### config.mk
export PLATFORM = sky130hd
export DESIGN_NAME = vga_timing_gen
export DESIGN_NICKNAME = d
export VERILOG_FILES = /design/src/rtl/vga_timing_pkg.sv /design/src/rtl/vga_axis_counter.sv /design/src/rtl/vga_timing_gen.sv
export SDC_FILE = /design/constraint.sdc
export NUM_CORES = 1
export LEC_CHECK = 0
export ABC_AREA = 1
export CORE_ASPECT_RATIO = 1.5
export CORE_MARGIN = 4
export CORE_UTILIZATION = 45
export CTS_BUF_LIST = sky130_fd_sc_hd__clkbuf_2 sky130_fd_sc_hd__clkbuf_4 sky130_fd_sc_hd__clkbuf_8
export CTS_CLUSTER_DIAMETER = 60
export DETAILED_ROUTE_END_ITERATION = 6
export HOLD_SLACK_MARGIN = 0.15
export PLACE_DENSITY = 0.66
export SYNTH_ARGS = -nofsm -noshare
export SYNTH_HDL_FRONTEND = slang
export SYNTH_HIERARCHICAL = 1
export SYNTH_SLANG_ARGS = --single-unit
### constraint.sdc
create_clock -name CLK -period 3 [get_ports CLK]
set_input_delay 0.45 -clock CLK [delete_from_list [all_inputs] [get_ports CLK]]
set_output_delay 0.45 -clock CLK [all_outputs]
set_load 0.02 [all_outputs]
### src/rtl/vga_timing_pkg.sv
// Shared 640x480@60 raster constants and the run/stop state encoding for the
// VGA timing generator.
package vga_timing_pkg;
  localparam int P_H_ACTIVE = 640;
  localparam int P_H_FP     = 16;
  localparam int P_H_SYNC   = 96;
  localparam int P_H_BP     = 48;
  localparam int P_V_ACTIVE = 480;
  localparam int P_V_FP     = 10;
  localparam int P_V_SYNC   = 2;
  localparam int P_V_BP     = 33;
  localparam int P_CW       = 12;

  localparam int P_H_TOTAL  = P_H_ACTIVE + P_H_FP + P_H_SYNC + P_H_BP;
  localparam int P_V_TOTAL  = P_V_ACTIVE + P_V_FP + P_V_SYNC + P_V_BP;
  localparam int P_HS_START = P_H_ACTIVE + P_H_FP;
  localparam int P_HS_END   = P_HS_START + P_H_SYNC;
  localparam int P_VS_START = P_V_ACTIVE + P_V_FP;
  localparam int P_VS_END   = P_VS_START + P_V_SYNC;

  typedef enum logic [1:0] {
    IDLE  = 2'd0,
    RUN   = 2'd1,
    DRAIN = 2'd2
  } state_t;
endpackage

### src/rtl/vga_axis_counter.sv
// One raster axis: counts on inc, wraps to 0 after TERM, flags the terminal value.
module vga_axis_counter #(
  parameter int            CW   = 12,
  parameter logic [CW-1:0] TERM = '0
) (
  input  logic          CLK,
  input  logic          RESET,
  input  logic          clr,
  input  logic          inc,
  output logic [CW-1:0] cnt,
  output logic          wrap
);
  assign wrap = (cnt == TERM);

  always_ff @(posedge CLK or posedge RESET) begin
    if (RESET)    cnt <= '0;
    else if (clr) cnt <= '0;
    else if (inc) cnt <= wrap ? '0 : cnt + 1'b1;
  end
endmodule

### src/rtl/vga_timing_gen.sv
// Raster timing generator: run/stop FSM with frame-aligned drain, registered
// sync/DE/coordinate outputs decoded from the pre-increment counters.
module vga_timing_gen
  import vga_timing_pkg::*;
#(
  parameter int H_ACTIVE = P_H_ACTIVE,
  parameter int H_FP     = P_H_FP,
  parameter int H_SYNC   = P_H_SYNC,
  parameter int H_BP     = P_H_BP,
  parameter int V_ACTIVE = P_V_ACTIVE,
  parameter int V_FP     = P_V_FP,
  parameter int V_SYNC   = P_V_SYNC,
  parameter int V_BP     = P_V_BP,
  parameter int CW       = P_CW
) (
  input  logic          CLK,
  input  logic          RESET,
  input  logic          CE,
  input  logic          EN,
  output logic          Hsync,
  output logic          Vsync,
  output logic          DE,
  output logic [CW-1:0] hpos,
  output logic [CW-1:0] vpos,
  output logic          line_start,
  output logic          frame_start,
  output logic          busy
);
  localparam logic [CW-1:0] H_ACT  = CW'(H_ACTIVE);
  localparam logic [CW-1:0] V_ACT  = CW'(V_ACTIVE);
  localparam logic [CW-1:0] HS_LO  = CW'(H_ACTIVE + H_FP);
  localparam logic [CW-1:0] HS_HI  = CW'(H_ACTIVE + H_FP + H_SYNC);
  localparam logic [CW-1:0] VS_LO  = CW'(V_ACTIVE + V_FP);
  localparam logic [CW-1:0] VS_HI  = CW'(V_ACTIVE + V_FP + V_SYNC);
  localparam logic [CW-1:0] H_LAST = CW'(H_ACTIVE + H_FP + H_SYNC + H_BP - 1);
  localparam logic [CW-1:0] V_LAST = CW'(V_ACTIVE + V_FP + V_SYNC + V_BP - 1);

  state_t        state;
  logic [CW-1:0] h, v;
  logic          h_wrap, v_wrap;
  logic          scan, run_tick, idle_tick;

  // The IDLE->RUN edge already scans position 0,0, so a start costs no tick.
  assign scan      = (state != IDLE) || EN;
  assign run_tick  = CE && scan;
  assign idle_tick = CE && !scan;

  vga_axis_counter #(.CW(CW), .TERM(H_LAST)) u_hcnt (
    .CLK(CLK), .RESET(RESET), .clr(idle_tick), .inc(run_tick),
    .cnt(h), .wrap(h_wrap)
  );

  vga_axis_counter #(.CW(CW), .TERM(V_LAST)) u_vcnt (
    .CLK(CLK), .RESET(RESET), .clr(idle_tick), .inc(run_tick && h_wrap),
    .cnt(v), .wrap(v_wrap)
  );

  always_ff @(posedge CLK or posedge RESET) begin
    if (RESET) begin
      state       <= IDLE;
      Hsync       <= 1'b1;
      Vsync       <= 1'b1;
      DE          <= 1'b0;
      hpos        <= '0;
      vpos        <= '0;
      line_start  <= 1'b0;
      frame_start <= 1'b0;
      busy        <= 1'b0;
    end else if (CE) begin
      if (scan) begin
        Hsync       <= !((h >= HS_LO) && (h < HS_HI));
        Vsync       <= !((v >= VS_LO) && (v < VS_HI));
        DE          <= (h < H_ACT) && (v < V_ACT);
        hpos        <= h;
        vpos        <= v;
        line_start  <= (h == '0);
        frame_start <= (h == '0) && (v == '0);
        busy        <= 1'b1;
      end else begin
        Hsync       <= 1'b1;
        Vsync       <= 1'b1;
        DE          <= 1'b0;
        hpos        <= '0;
        vpos        <= '0;
        line_start  <= 1'b0;
        frame_start <= 1'b0;
        busy        <= 1'b0;
      end

      // A re-request on the final drain tick wins, so frames run back to back.
      case (state)
        IDLE:    if (EN) state <= RUN;
        RUN:     if (!EN) state <= DRAIN;
        DRAIN:   if (EN) state <= RUN;
                 else if (h_wrap && v_wrap) state <= IDLE;
        default: state <= IDLE;
      endcase
    end
  end
endmodule

After elaboration in Yosys (flattened, before gate mapping)
Index checks and enable logic that the tools add are counted.

Word-level logic and storage cells: 64. Bits in registers: 56. Output and inout port bits: 30.

Eq/ne operators: 7. Muxes and demuxes: 19. $lt $le $gt $ge: 6. Reduce and logical (&&, ||, !) cells: 19. Add/sub/neg operators: 2.

Operators by type and width (count): 2-to-1 mux 12 bit (8); adder 12 x 1 -> 12 bit, second input constant (2); equality test 12 x 10 -> 1 bit, second input constant (2); zero test 12 bit (2); less-than comparator 12 x 10 -> 1 bit, second input constant (2); less-than comparator 12 x 9 -> 1 bit, second input constant (2); greater-or-equal comparator 12 x 10 -> 1 bit, second input constant (1); greater-or-equal comparator 12 x 9 -> 1 bit, second input constant (1); logical AND 1 bit (8); 2-to-1 mux 2 bit (4); 2-to-1 mux 1 bit (6); one-hot mux 2 bit (3 select lines) (1); nonzero test 2 bit (3); inequality test 2 bit, second input constant (2); AND reduction 4 bit (1); zero test 1 bit (3); inequality test 3 bit, second input constant (1); equality test 2 x 1 -> 1 bit, second input constant (1); equality test 2 bit, second input constant (1); zero test 2 bit (1); logical OR 1 bit (1).

Logic depth before layout (Yosys ltp)
Depth after elaboration: 6. Gate-level depth with buffers: 12.

Cells and area by module
Netlist, hierarchy kept.

Modules (own cells, without submodules): vga_timing_gen (area each 1458.9 um2, sequential area each 803.3 um2, cells each 171, times used 1); vga_axis_counter at u_vcnt (area each 828.3 um2, sequential area each 300.3 um2, cells each 122, times used 1); vga_axis_counter at u_hcnt (area each 768.2 um2, sequential area each 300.3 um2, cells each 105, times used 1).

Worst setup path after synthesis
No wires, ideal clock.

Kind: flip-flop to flip-flop. Start: register u_hcnt.cnt[0]. End: register u_vcnt.cnt[5]. Clock period less this slack: 2.105 ns. Setup slack: 0.895 ns. Cell stages (with the launch flop): 12. Buffers on the path: 0. Library setup time: 0.125 ns. Arrival: 1.980 ns. Cells stage by stage: dfrtp_1 ha_1 nand2_2 nor2_4 nor4b_1 inv_1 nor2_1 nor2_4 nor2_4 nand2_1 xor2_1 nor2_1.

Longest elaborated chain between the ends: 3.

RTL lines: start, declared (RTL line vga_axis_counter.sv:10) `output logic [CW-1:0] cnt,`; start signal, assigned (RTL line vga_axis_counter.sv:18) `else if (inc) cnt <= wrap ? '0 : cnt + 1'b1;`; equality test 12 x 10 -> 1 bit (RTL line vga_axis_counter.sv:13) `assign wrap = (cnt == TERM);`; via h_wrap (RTL line vga_timing_gen.sv:40) `logic h_wrap, v_wrap;`; logical AND 1 bit (RTL line vga_timing_gen.sv:54) `.CLK(CLK), .RESET(RESET), .clr(idle_tick), .inc(run_tick && h_wrap),`; nonzero test 2 bit (no source line); end signal, assigned (RTL line vga_axis_counter.sv:18); end, declared (RTL line vga_axis_counter.sv:10).

The timed path passes the listed nets, and every way through them passes these cells. A chain may end at the register's enable or synchronous reset.

Worst setup path after layout
Ends and elaborated chain as after synthesis.

==> metrics.csv <==
metric,value,unit
status,finished clean,
grt_max_degree,29,
dp_cells,504,
core,0.00653,mm²
endpoint_kind,flop,
hpwl,5880,µm
grtUsageTotal,20.4,%
utilization,54.2,%
synthMuxAreaShare,0,%
critical_path.startpoint_type,flop,
syn_avg_cell_area,7.68,µm²
finalCritPeriodShare,81.8,%
rows,36,
synth_fa_ha_area_share,1.23,%
postRouteAntennaNets,0,
ir_worst_vdd,280,µV
vias_per_cell,5.27,
area_growth,15.9,%
synth_top_family_by_area,simple AND/OR/NAND/NOR gates,
worst_clock_skew,0.00498,ns
clock_latency,0.32,ns
maxSlewHeadroom,49.9,%
clockBufferDepth,2,
place.gp.congestion,0.982,
layout.nets,442,
synth_seq_cells,56,
gr-total-overflow,0,
worst_slew_pin_slew,0.749,ns
antenna_found_initial,0,
worst_slack,0.547,ns
setup_violations,0,
fillerInstances,625,
final_common_cell,nand2_1,
rsz0062_at_grt,no,
yosysUniqueCellTypes,30,
p_leak,1.66,nW
max_freq,408,MHz
root_buffer,clkbuf_8,
syn-instance-count,398,
hold_buffers,0,
place_ws,0.467,ns
die_x,75.3,µm
htreeDepth,2,
ys_warn_count,6,
wire_per_inst,14.9,µm
clkTransAtPathRegs,0.10,ns
drc,0,
first_pass_iters,6,
synth_top_area_share,44.2,%
synth-compound-area-share,8.56,%
crit_required,3.25,ns
diodes,0,
numPortBuffers,33,
critPathKind,reg2reg,
synth_area,0.00306,mm²
dieArea,0.00820,mm²
ys.flop_type,dfrtp_1,
mostFrequentLayoutCells,"nand2_1, dfrtp_1, inv_1",
grt_pass1_vias,2687,
cts_setup_buffers,0,
cts_tree,done,
powerDensity,516,mW/mm²
die_y,109,µm
synth_area_leaders,"dfrtp_1, nand2_1, inv_1",
fin_cells,512,
arrival,2.71,ns
routed_wl,7630,µm
io_pins,34,
drive_gt1_share,8.49,%
hold_viol,0,
seq_area_frac_synth,45.9,%
grt_pass1_wl,12700,µm
via_count,2698,
min_path_type,in2async,
crit_fanout,7,
syn_nets,405,
slew_viol_final,0,
min_period,2.45,ns
fin_setup_tns,0,ns
drv_cap,0,
synthXorXnorAreaFrac,1.43,%
synth_top_area_cell,dfrtp_1,
start_util,46.8,%
numCtsBuffers,5,
clkSinkCount,56,
cts_resized,0,
async_flop_share,100,%
synth-edff-count,0,
drt_iter0_drc,115,
synth-simple-area-share,33.9,%
-- power by group --
| group | leakage (nW) | switching (mW) | internal, mW |
|---|---|---|---|
| logic | 0.849 | 0.282 | 0.178 |
| registers | 0.759 | 0.0852 | 0.832 |
| clock network | 0.0523 | 0.243 | 0.207 |
-- through the flow --
| stage | hold slack (ns) | power (mW) | instance area, µm² |
|---|---|---|---|
| 2_1_floorplan | 0.315 | 1.23 | 3060 |
| 3_3_place_gp | 0.469 | 1.39 | 3440 |
| 3_5_place_dp | 0.472 | 1.40 | 3440 |
| 4_1_cts | 0.467 | 1.85 | 3540 |
| 5_1_grt | 0.528 | 1.93 | 3540 |
| 6_report | 0.465 | 1.83 | 3540 |
-- path summary, 6_finish.rpt --
path	startpoint	end	slack [ns]	depth (start not counted)
min in group CLK	vpos[5]$_DFFE_PP0P_	vpos[5]$_DFFE_PP0P_	0.49	2
worst max-delay path	u_hcnt/cnt[0]$_DFFE_PP0P_	u_vcnt/cnt[5]$_DFFE_PP0P_	0.55	11
worst max register to register	u_hcnt/cnt[0]$_DFFE_PP0P_	u_vcnt/cnt[5]$_DFFE_PP0P_	0.55	11
worst min-delay path	RESET	vpos[11]$_DFFE_PP0P_	0.47	2
worst min register to register	vpos[5]$_DFFE_PP0P_	vpos[5]$_DFFE_PP0P_	0.49	2
max in group asynchronous	RESET	Vsync$_DFFE_PP1P_	1.83	3
-- worst max-delay path, cell delays in order (launching register included) --
cell and delay, ns:
dfrtp_1 0.46, ha_1 0.21, nand2_2 0.11, nor2_4 0.17
nor4b_1 0.39, inv_1 0.08, nor2_1 0.35, nor2_4 0.12
nor2_4 0.18, nand2_1 0.08, xor2_1 0.14, nor2_1 0.10
-- cells by family after synthesis --
kind of cell    after synthesis
fa+ha+maj                     3
compound gates               39
xor+xnor                      5
buf+inv                      63
simple gates                232
flops                        56
-- sequential cells by signal, summed over array words and instances (netlist names) --
name / cells
frame_start: 1
Hsync: 1
u_vcnt/cnt: 12
vpos: 12
Vsync: 1
line_start: 1
state: 2
DE: 1
busy: 1
u_hcnt/cnt: 12
hpos: 12
-- layer usage --
metal | track usage, % | vias to the layer above | routed length [µm]
met2 | 36.8 | 65 | 4200
met4 | 11.0 | 0 | 342
li1 | - | 1328 | -
met5 | 0 | - | 0
met1 | 22.2 | 1276 | 2860
met3 | 2.95 | 29 | 226
-- cell usage after synthesis (2+ instances only) --
cell / count
a22o_1: 8
nor3_1: 5
ha_1: 3
dfrtp_1: 54
inv_2: 3
nor2_1: 53
xor2_1: 5
o21bai_1: 2
buf_4: 2
o21ai_0: 12
a21oi_1: 3
nand2_1: 114
nor2_4: 5
nand3_1: 26
dfstp_2: 2
o21ai_1: 10
nor2_2: 5
nand3_2: 2
buf_6: 4
nand4_1: 14
inv_1: 54
nand2_2: 4
-- area by class of cell --
type,instances,area [µm²],share of cell area [%]
tap,76,95.1,2.69
timing repair buffer,36,353,9.96
clock buffer,8,97.6,2.76
sequential,56,1400,39.6
multi-input combinational,279,1380,38.9
inverter,57,214,6.04
Power figures use the tool's default switching activity.
